==> src/rtl/func_prober.sv <==
// Probes a 2-input logical unit by stepping {a,b} through 00,01,10,11, holding each
// pattern SETTLE cycles, and recovering its 4-bit truth table (func code).
module func_prober #(
    parameter int unsigned SETTLE = 2
) (
    input  logic       clk,
    input  logic       rst_n,
    input  logic       start_i,
    input  logic [3:0] expect_i,
    input  logic       out_i,
    output logic       a_o,
    output logic       b_o,
    output logic       busy_o,
    output logic       done_o,
    output logic [3:0] func_found_o,
    output logic       match_o
);

    typedef enum logic {
        IDLE  = 1'b0,
        PROBE = 1'b1
    } state_t;

    localparam logic [3:0] SETTLE_LAST = 4'(SETTLE - 1);

    state_t     state_q, state_d;
    logic [1:0] idx_q, idx_d;
    logic [3:0] cnt_q, cnt_d;
    logic [3:0] shadow_q, shadow_d;
    logic [3:0] exp_q, exp_d;
    logic [3:0] found_q, found_d;
    logic       busy_q, busy_d;
    logic       done_q, done_d;
    logic       match_q, match_d;
    logic       sample_s;

    assign sample_s = (cnt_q == SETTLE_LAST);

    // Next-state and output decode for the IDLE/PROBE sequencer.
    always_comb begin
        state_d  = state_q;
        idx_d    = idx_q;
        cnt_d    = cnt_q;
        shadow_d = shadow_q;
        exp_d    = exp_q;
        found_d  = found_q;
        busy_d   = busy_q;
        done_d   = 1'b0;
        match_d  = match_q;
        case (state_q)
            IDLE: begin
                if (start_i) begin
                    state_d  = PROBE;
                    exp_d    = expect_i;
                    busy_d   = 1'b1;
                    idx_d    = 2'd0;
                    cnt_d    = 4'd0;
                    shadow_d = 4'd0;
                end else begin
                    busy_d   = 1'b0;
                end
            end
            PROBE: begin
                if (sample_s) begin
                    // The final sample is folded straight into the published result.
                    shadow_d[idx_q] = out_i;
                    cnt_d           = 4'd0;
                    if (idx_q == 2'd3) begin
                        state_d = IDLE;
                        busy_d  = 1'b0;
                        done_d  = 1'b1;
                        idx_d   = 2'd0;
                        found_d = shadow_d;
                        match_d = (shadow_d == exp_q);
                    end else begin
                        idx_d   = idx_q + 2'd1;
                    end
                end else begin
                    cnt_d = cnt_q + 4'd1;
                end
            end
            default: begin
                state_d = IDLE;
                busy_d  = 1'b0;
                idx_d   = 2'd0;
                cnt_d   = 4'd0;
            end
        endcase
    end

    // State and output registers with asynchronous clear.
    always_ff @(posedge clk or negedge rst_n) begin
        if (!rst_n) begin
            state_q  <= IDLE;
            idx_q    <= 2'd0;
            cnt_q    <= 4'd0;
            shadow_q <= 4'd0;
            exp_q    <= 4'd0;
            found_q  <= 4'd0;
            busy_q   <= 1'b0;
            done_q   <= 1'b0;
            match_q  <= 1'b0;
        end else begin
            state_q  <= state_d;
            idx_q    <= idx_d;
            cnt_q    <= cnt_d;
            shadow_q <= shadow_d;
            exp_q    <= exp_d;
            found_q  <= found_d;
            busy_q   <= busy_d;
            done_q   <= done_d;
            match_q  <= match_d;
        end
    end

    assign a_o          = idx_q[1];
    assign b_o          = idx_q[0];
    assign busy_o       = busy_q;
    assign done_o       = done_q;
    assign func_found_o = found_q;
    assign match_o      = match_q;

endmodule

==> config.mk <==
export PLATFORM = sky130hd
export DESIGN_NAME = func_prober
export DESIGN_NICKNAME = d
export VERILOG_FILES = /design/src/rtl/func_prober.sv
export SDC_FILE = /design/constraint.sdc
export NUM_CORES = 1
export LEC_CHECK = 0
export CAP_MARGIN = 40
export CORE_ASPECT_RATIO = 1.2
export CORE_MARGIN = 1
export CORE_UTILIZATION = 52
export DETAILED_ROUTE_END_ITERATION = 12
export PLACE_DENSITY = 0.87
export SYNTH_ARGS = -nofsm -noshare
export SYNTH_HDL_FRONTEND = slang
export SYNTH_SLANG_ARGS = --single-unit
==> constraint.sdc <==
create_clock -name clk -period 1.91 [get_ports clk]
set_clock_uncertainty 0.2 [all_clocks]
set_input_delay 0.382 -clock clk [delete_from_list [all_inputs] [get_ports clk]]
set_output_delay 0.382 -clock clk [all_outputs]
set_load 0.02 [all_outputs]
== After elaboration in Yosys (flattened, before gate mapping) ==
Index checks and enable logic that the tools add are counted.
W data, S select, Z words.
Cells by class
  multiplexer cells: 22
  bitwise operators: 1
  order comparisons: 2
  equality and inequality tests: 6
  add/sub/neg operators: 2
  reduce and logical (&&, ||, !) cells: 5
Operators by type and width (count)
  $pmux W4 S2: 2
  $mux W4: 3
  $mux W1: 9
  $mux W2: 3
  $reduce_and A2 Y1: 3
  $add A4 B1 Y4 const B: 1
  $bwmux W4: 1
  $eq A4 B1 Y1 const B: 1
  $eq A4 B4 Y1: 1
  $ne A2 B1 Y1 const B: 2
  $pmux W1 S2: 2
  $pmux W2 S2: 1
  $lt A2 B3 Y1 const B: 1
  $reduce_and A3 Y1: 1
  $add A2 B1 Y2 const B: 1
  $demux W1 S2: 1
  $eq A2 B2 Y1 const B: 1
  $ge A2 B1 Y1 const B: 1
  $ne A2 B2 Y1 const B: 1
  $logic_and A1 B1 Y1: 1
  $not A1 Y1: 1
Word-level totals
  output and inout port bits: 9
  register bits after elaboration: 22
  word-level logic and storage cells: 47
  input port bits: 8

== Depth between registers and ports, before layout ==
Gate-level depths: netlist (run 1).
  word-level depth: 7
  depth in mapped cells: 8
  gate-level depth less buffers: 7

== Worst setup path after synthesis (run 1) ==
Ideal clock, no wire load.
  kind: register to register
  from: register idx_q[1]
  to: register shadow_q[0]
  required time: 1.589 ns
  arrival time: 1.352 ns
  clock period less this slack: 1.673 ns
  path slack: 0.237 ns
  path buffers: 0
  cell stages (with the launch flop): 6
  cell sequence: dfrtp_1 inv_1 ha_1 nand2_1 mux2_1 a22o_1
Between the ends
  word-level cells in the longest chain between the ends: 7
  elaborated cells between the ends (all ways): 8
  classes of those cells: order compare (2); mux (5); reduce/logical (1)
Ends and longest elaborated chain
  from (decl): line 27  | logic [1:0] idx_q, idx_d;
  from (signal assigned): line 105  | idx_q <= idx_d;
  $lt A2 B3 Y1 (not written as such) / $ge A2 B1 Y1 (equally long branches): line 66  | shadow_d[idx_q] = out_i;
  $logic_and A1 B1 Y1 (not written as such): line 66
  $mux W1 (not written as such): line 66
  $demux W1 S2 *: line 66
  $bwmux W4 *: line 66
  $mux W4 *: line 64  | if (sample_s) begin
  $pmux W4 S2 *: line 50  | case (state_q)
  to (signal assigned): line 107  | shadow_q <= shadow_d;
  to (decl): line 29  | logic [3:0] shadow_q, shadow_d;
Every way passes the cells marked *; elsewhere a longest branch is shown, timed or not. The select of a mux whose other input is x is not followed.
A chain may end at the register's enable or synchronous reset.

== Worst setup path in the final report (run 1) ==
  from: register done_q, in the netlist done_o
  to: output done_o
RTL lines
  from (decl): line 33  | logic done_q, done_d;
  from (signal assigned): line 111  | done_q <= done_d;
  to (decl): line 14  | output logic done_o,
No word-level cell between the ends.

==> results of run 1 <==
-- cells by family (layout without fill, tap and decap cells) --
logic type / after synthesis / after routing
mux: 10 / 10
xor+xnor: 5 / 5
flops: 22 / 22
compound gates: 21 / 21
buf+inv: 7 / 31
simple gates: 29 / 29
fa+ha+maj: 6 / 6
-- placed cells by master, fill, tap and decap left out, types with 2 or more instances in the layout --
cell	netlist	final
sky130_fd_sc_hd__a21boi_0	2	2
sky130_fd_sc_hd__a22o_1	4	4
sky130_fd_sc_hd__buf_4	1	7
sky130_fd_sc_hd__clkbuf_4	0	3
sky130_fd_sc_hd__clkdlybuf4s50_1	0	8
sky130_fd_sc_hd__dfrtp_1	22	22
sky130_fd_sc_hd__dlygate4sd2_1	0	3
sky130_fd_sc_hd__dlymetal6s2s_1	0	5
sky130_fd_sc_hd__ha_1	6	5
sky130_fd_sc_hd__inv_1	3	3
sky130_fd_sc_hd__mux2_1	2	2
sky130_fd_sc_hd__mux2_2	4	4
sky130_fd_sc_hd__mux2i_1	4	2
sky130_fd_sc_hd__mux2i_2	0	2
sky130_fd_sc_hd__nand2_1	15	15
sky130_fd_sc_hd__nand2b_1	2	2
sky130_fd_sc_hd__nor2_1	4	4
sky130_fd_sc_hd__nor2b_1	3	3
sky130_fd_sc_hd__o21ai_0	13	13
sky130_fd_sc_hd__xor2_1	4	4
-- cell usage after synthesis --
cell type,count,area (µm²)
sky130_fd_sc_hd__nand2b_1,2,12.51
sky130_fd_sc_hd__o21ai_0,13,65.06
sky130_fd_sc_hd__xor2_1,4,35.03
sky130_fd_sc_hd__nor3b_1,1,7.510
sky130_fd_sc_hd__buf_2,2,10.01
sky130_fd_sc_hd__nor2b_1,3,18.77
sky130_fd_sc_hd__mux2i_1,4,40.04
sky130_fd_sc_hd__xnor2_1,1,8.760
sky130_fd_sc_hd__ha_1,6,75.07
sky130_fd_sc_hd__a21boi_0,2,15.01
sky130_fd_sc_hd__dfrtp_1,22,550.5
sky130_fd_sc_hd__inv_1,3,11.26
sky130_fd_sc_hd__nor2_1,4,15.01
sky130_fd_sc_hd__a22o_1,4,35.03
sky130_fd_sc_hd__nand4_1,1,6.260
sky130_fd_sc_hd__nand3_4,1,17.52
sky130_fd_sc_hd__a21o_1,1,7.510
sky130_fd_sc_hd__nor3b_2,1,12.51
sky130_fd_sc_hd__o31ai_1,1,7.510
sky130_fd_sc_hd__nand2_1,15,56.30
sky130_fd_sc_hd__mux2_1,2,22.52
sky130_fd_sc_hd__mux2_2,4,45.04
sky130_fd_sc_hd__buf_4,1,7.510
sky130_fd_sc_hd__nand3_1,1,5.000
sky130_fd_sc_hd__inv_2,1,3.750
-- layer usage --
metal,vias up,track usage,routed length [µm]
met3,5,0.02414,65
met4,0,0.1719,61
li1,387,-,-
met5,-,0,0
met1,394,0.2573,939
met2,21,0.3557,1052
-- where the power goes --
group / leakage [nW] / switching, mW / internal, mW
registers: 0.261 / 0.165 / 0.673
logic: 0.376 / 0.478 / 0.471
clock network: 0.0279 / 0.148 / 0.213
-- through the flow --
step / worst slack [ps] / TNS (ps) / instances / util
finish: 78.41 / 0 / 143 / 0.7216
global route: -43.90 / -43.90 / 143 / 0.7216
CTS: 9.049 / 0 / 142 / 0.7059
detailed placement: -107.6 / -107.6 / 138 / 0.6804
global placement: 14.04 / 0 / 138 / 0.6804
floorplan: 236.7 / 0 / 100 / -
-- path summary, 6_finish.rpt --
path                       depth (start not counted)             from               to  slack [ps]
setup / recovery                                   1           done_o           done_o          80
hold / removal                                     2            rst_n  func_found_o[1]         190
setup reg to reg                                   6         idx_q[0]          match_o         100
hold reg to reg                                    2  func_found_o[0]  func_found_o[0]         290
max in group asynchronous                          2            rst_n         cnt_q[2]        1090
min in group clk                                   2  func_found_o[0]  func_found_o[0]         290
-- sequential cells by signal, indices dropped and copies added, names as in the netlist --
register / cells
busy_o: 1
cnt_q: 4
done_o: 1
exp_q: 4
func_found_o: 4
idx_q: 2
match_o: 1
shadow_q: 4
state_q: 1
-- layout make-up --
type	instances	area (µm²)	area share
Clock inverter	1	30.03	0.02174
Timing Repair Buffer	23	221.5	0.1603
Clock buffer	3	22.52	0.01630
Inverter	4	15.01	0.01087
Sequential cell	22	550.5	0.3986
Multi-Input combinational cell	71	518.0	0.3750
Tap cell	19	23.77	0.01721
-- what timing repair did --
item                       CTS  global route
buffers inserted             0             1
gates resized for setup      3             8
setup endpoints to repair    3             8
==> summary.txt, run 1 <==
Run status
  • Outcome: complete, but fails checks
  • Violated checks: DRC

Route
  • Via density: 5.643
  • DRC marker count from the first detailed-route iteration: 19
  • DRC violations left: 1
  • Number of vias in the routed layout: 807
  • Number of nets with antenna violations after routing: 0
  • Total wire length: 2119 µm
  • Average detailed-routed wire length per instance: 14.82 µm
  • Number of detailed-routing iterations run before antenna repair: 8

Setup path
  • Endpoint type of the worst setup path: output pin
  • Worst Path Max Fanout: 1
  • Highest-delay cell along the critical path: sky130_fd_sc_hd__clkdlybuf4s50_1
  • Critical path class: reg -> out
  • CP arrival: 1250 ps
  • Cell type group with the largest total delay on the critical path: buffers and inverters
  • Series of cell instances along the critical path: clkdlybuf4s50_1
  • Delay contributed by the slowest stage of the critical path: 590 ps
  • WP data required: 1330 ps
  • Startpoint types: register
  • Number of buffer and inverter stages on the critical path: 1

Placement
  • Global placer's final weighted congestion: 0.8150
  • Instance area after placement: 1303 µm²
  • Total half-perimeter wirelength after legalization and detailed placement: 1483 µm
  • I/O Buffers: 16

Synth
  • Number of distinct library cell variants in the gate-level netlist after synthesis: 25
  • Synthesis-stage register bit count: 22
  • Share of synthesized cell area in full adder, half adder and majority cells: 0.06881
  • Total number of yosys warnings: 0
  • Area share of xor/xnor cells in the synthesized design: 0.04014
  • Share of synthesized area occupied by flip-flops and latches: 0.5046
  • Simple logic cell fraction of the synthesized area: 0.1388
  • Average cell area after synthesis: 10.91 µm²
  • Complex-gate fraction of the synthesized area: 0.1193
  • Proportion of synthesized area in mux cells: 0.09862
  • Count of mapped cells out of synthesis: 100
  • Net count after synthesis: 114
  • Main combinational cell family by area after synthesis: simple AND/OR/NAND/NOR gates
  • Summed instance area of the synthesized netlist: 1091 µm²

Floorplan
  • Die extent in x: 43.82 µm
  • Vertical die dimension: 52.18 µm
  • Initial standard-cell utilization of the core: 0.5699
  • Core Rows: 17
  • Std-Cell Core Area: 1914 µm²
  • Total I/O pin count: 17
  • Total Die Area: 2286 µm²

Global route
  • Overall fraction of global-route tracks in use: 0.2181
  • Via count of the first global-routing pass: 819
  • Overflow left after global routing: 0
  • Global-route wire length before repair: 3491 µm
  • Number of antenna violations at the first check in global routing: 0
  • Pin count of the biggest net entering global routing: 23

Power
  • Largest vdd supply drop: 790.2 µV
  • Final total power: 2.148 mW
  • Power density cells: 1555 nW/µm²
  • Static Leakage: 0.6650 nW

Timing
  • Share of the clock period used by the worst path after layout: 0.9590
  • Achievable clock frequency: 0.5460 GHz
  • Hold violation count in the final report: 0
  • Time the final worst path needs with I/O delays and setup: 1832 ps
  • Hold slack: 186.5 ps
  • Max Transition Viols Final: 0
  • Transition time at the pin with the least slew margin: 318.4 ps
  • Final setup viols: 0
  • Max-Slew Margin vs Limit: 0.7871
  • Unrepaired setup endpoints after global routing: yes

CTS
  • Number of levels in the clock H-tree: 1
  • CTS buffer count: 3
  • Clock Pin Slew Worst Setup and Hold Paths: 130 ps
  • Buffer levels on the longest clock path: 2
  • Number of hold buffers added after CTS: 0
  • TritonCTS clock tree: done
  • Root Buffer: sky130_fd_sc_hd__clkbuf_4
  • Clk sinks: 22
  • Clock latency at the later pin of the worst-skew pair: 320 ps

Finish
  • Diodes inserted: 0
  • Layout cell share with drive strength beyond 1: 0.1694
  • Final nets: 139
  • Layout fillers: 135
  • Finished Cell Area: 1381 µm²
  • Area Overhead vs Synth: 26.61%

Job
  • Max_cap viols: 0

Worst hold path
  • Classification of the worst-slack hold path: in -> async
No activity file was read; power rests on OpenSTA's default activity.
==> inputs of run 2 (changes only) <==
- SLEW_MARGIN: unset -> 20
==> results of run 2 <==
The final DEF is identical to that of run 1; final timing and power are the same.
==> inputs of run 3 (changes only) <==
- GPL_ROUTABILITY_DRIVEN: unset -> 1
- GPL_TIMING_DRIVEN: unset -> 0
- HOLD_SLACK_MARGIN: unset -> 0.03
==> summary.txt, run 3 (synthesized netlist as in run 1, its figures left out) <==
Floorplan
  • Total Die Area: 2286 µm² (unchanged)
  • Die extent in x: 43.82 µm (unchanged)
  • Total I/O pin count: 17 (unchanged)
  • Core Rows: 17 (unchanged)
  • Initial standard-cell utilization of the core: 0.5699 (unchanged)
  • Vertical die dimension: 52.18 µm (unchanged)
  • Std-Cell Core Area: 1914 µm² (unchanged)

Finish
  • Utilization of the core after routing: 0.6954 (-0.02614)
  • Layout cell share with drive strength beyond 1: 0.1500 (-0.01935)
  • Area of the multi-input gates: 524.3 µm² (+1.2%)
  • Layout fillers: 148 (+9.6%)
  • Register cell area after layout: 551.8 µm² (+0.23%)
  • Area Overhead vs Synth: 22.02%
  • Final nets: 136 (-2.2%)
  • Most common cell after layout, fill and taps aside: sky130_fd_sc_hd__dfrtp_1
  • Diodes inserted: 0 (unchanged)
  • Commonest cells after routing, fill and taps aside: sky130_fd_sc_hd__dfrtp_1, sky130_fd_sc_hd__nand2_1, sky130_fd_sc_hd__clkdlybuf4s50_1, sky130_fd_sc_hd__o21ai_0, sky130_fd_sc_hd__ha_1

CTS
  • Clk sinks: 22 (unchanged)
  • Number of hold buffers added after CTS: 0 (unchanged)
  • Number of levels in the clock H-tree: 1 (unchanged)
  • Post-CTS Repair Setup Buffers: 0 (unchanged)
  • TritonCTS clock tree: done
  • Root Buffer: sky130_fd_sc_hd__clkbuf_4
  • Clock latency at the later pin of the worst-skew pair: 300 ps (-20 ps)
  • Clock Pin Slew Worst Setup and Hold Paths: 110 ps (-20 ps)
  • CTS buffer count: 3 (unchanged)
  • Buffer levels on the longest clock path: 2 (unchanged)

Placement
  • I/O Buffers: 16 (unchanged)
  • Total half-perimeter wirelength after legalization and detailed placement: 1470 µm (-0.87%)
  • Global placer's final weighted congestion: 0.7368 (-9.6%)

Run status
  • Violated checks: DRC
  • Outcome: complete, but fails checks

Setup path
  • Delay contributed by the slowest stage of the critical path: 600 ps (about the same)
  • CP startpoint: func_found_o[3]
  • Highest-delay cell along the critical path: sky130_fd_sc_hd__clkdlybuf4s50_1
  • CP arrival: 1280 ps (+30 ps)
  • WP data required: 1330 ps (about the same)
  • Startpoint types: register
  • Worst Path Max Fanout: 2 (+1)
  • Endpoint type of the worst setup path: output pin
  • Cell type group with the largest total delay on the critical path: buffers and inverters
  • Reg-to-reg startpoint: idx_q[1]
  • Critical path class: reg -> out
  • Series of cell instances along the critical path: clkdlybuf4s50_1
  • Number of buffer and inverter stages on the critical path: 1 (unchanged)

Route
  • Total wire length: 2005 µm (-5.4%)
  • Via density: 5.561 (-1.5%)
  • Average detailed-routed wire length per instance: 14.42 µm (-2.7%)
  • Number of nets with antenna violations after routing: 0 (unchanged)
  • DRC marker count from the first detailed-route iteration: 8 (-11)
  • Number of detailed-routing iterations run before antenna repair: 8 (unchanged)
  • DRC violations left: 1 (unchanged)
  • Number of vias in the routed layout: 773 (-4.2%)

Global route
  • Overflow left after global routing: 0 (unchanged)
  • Overall fraction of global-route tracks in use: 0.2018 (-0.01630)
  • Via count of the first global-routing pass: 785 (-4.2%)
  • Global-route wire length before repair: 3353 µm (-4.0%)
  • Number of antenna violations at the first check in global routing: 0 (unchanged)
  • Pin count of the biggest net entering global routing: 13 (-43%)

Timing
  • Final setup viols: 0 (unchanged)
  • Hold violation count in the final report: 0 (unchanged)
  • Share of the clock period used by the worst path after layout: 0.9758 (+0.01682)
  • Total negative slack: 0 ps (unchanged)
  • Max-Slew Margin vs Limit: 0.6316 (-0.1554)
  • Max Transition Viols Final: 0 (unchanged)
  • Time the final worst path needs with I/O delays and setup: 1864 ps (+32.12 ps)
  • Achievable clock frequency: 0.5366 GHz (-1.7%)
  • Transition time at the pin with the least slew margin: 550.5 ps (+232.1 ps)

Power
  • Largest vdd supply drop: 727.9 µV (-7.9%)
  • Static Leakage: 0.6050 nW (-9.0%)
  • Power density cells: 1510 nW/µm² (-2.9%)

Worst hold path
  • Classification of the worst-slack hold path: in -> async

Job
  • Max_cap viols: 0 (unchanged)
[run 3: cell types whose count changed in the layout (fill, tap and decap cells not counted)]
cell and delta:
sky130_fd_sc_hd__dfrtp_2 +1, sky130_fd_sc_hd__dfrtp_1 -1, sky130_fd_sc_hd__buf_6 +1, sky130_fd_sc_hd__nor3b_2 -1
sky130_fd_sc_hd__buf_2 +2, sky130_fd_sc_hd__nor3b_4 +1, sky130_fd_sc_hd__clkdlybuf4s50_1 +6, sky130_fd_sc_hd__dlymetal6s2s_1 -5
sky130_fd_sc_hd__dlygate4sd2_1 -1, sky130_fd_sc_hd__buf_4 -7, sky130_fd_sc_hd__buf_8 +1, sky130_fd_sc_hd__bufinv_16 -1
[run 3: area by class of cell]
type                       count  share of cell area
multi-input combinational     71              0.3938
buffer                         3             0.01598
sequential                    22              0.4145
inverter                       4             0.01128
tap                           19             0.01786
timing repair buffer          17              0.1297
clock buffer                   3             0.01692
[run 3: final timing paths]
| path | endpoint | slack, ps | depth (start not counted) |
|---|---|---|---|
| max | func_found_o[3] | 50 | 1 |
| min | cnt_q[0] | 210 | 1 |
| max reg2reg | match_o | 120 | 6 |
| min reg2reg | func_found_o[1] | 290 | 2 |
| max in group asynchronous | exp_q[2] | 840 | 2 |
| min in group clk | func_found_o[1] | 290 | 2 |
[run 3: timing repair]
action                     CTS  global route
setup endpoints to repair    2             6
cloned                       0             0
gates resized for setup      2             6
[run 3: metrics by stage]
step | area, µm² | power [mW] | cells | hold slack [ps] | worst slack [ps]
5_1_grt | 1331 | 2.163 | 139 | 248.1 | -3.127
2_1_floorplan | 1091 | 1.448 | 100 | -113.6 | 236.7
3_5_place_dp | 1290 | 1.767 | 136 | 269.3 | -151.0
3_3_place_gp | 1275 | 1.711 | 135 | 263.9 | -125.5
6_report | 1331 | 2.010 | 139 | 205.1 | 46.28
4_1_cts | 1310 | 1.960 | 139 | 228.5 | 37.55
[run 3: per-layer routing]
metal | GRT usage | vias up | share of wire
li1 | - | 380 | -
met1 | 0.2568 | 375 | 0.46
met2 | 0.3259 | 14 | 0.50
met3 | 0.02414 | 4 | 0.029
met4 | 0.1198 | 0 | 0.014
met5 | 0 | - | 0
[run 3: report_power, final]
| group | internal (mW) | switching [mW] |
|---|---|---|
| clock network | 0.0736 | 0.130 |
| registers | 0.676 | 0.176 |
| logic | 0.485 | 0.470 |
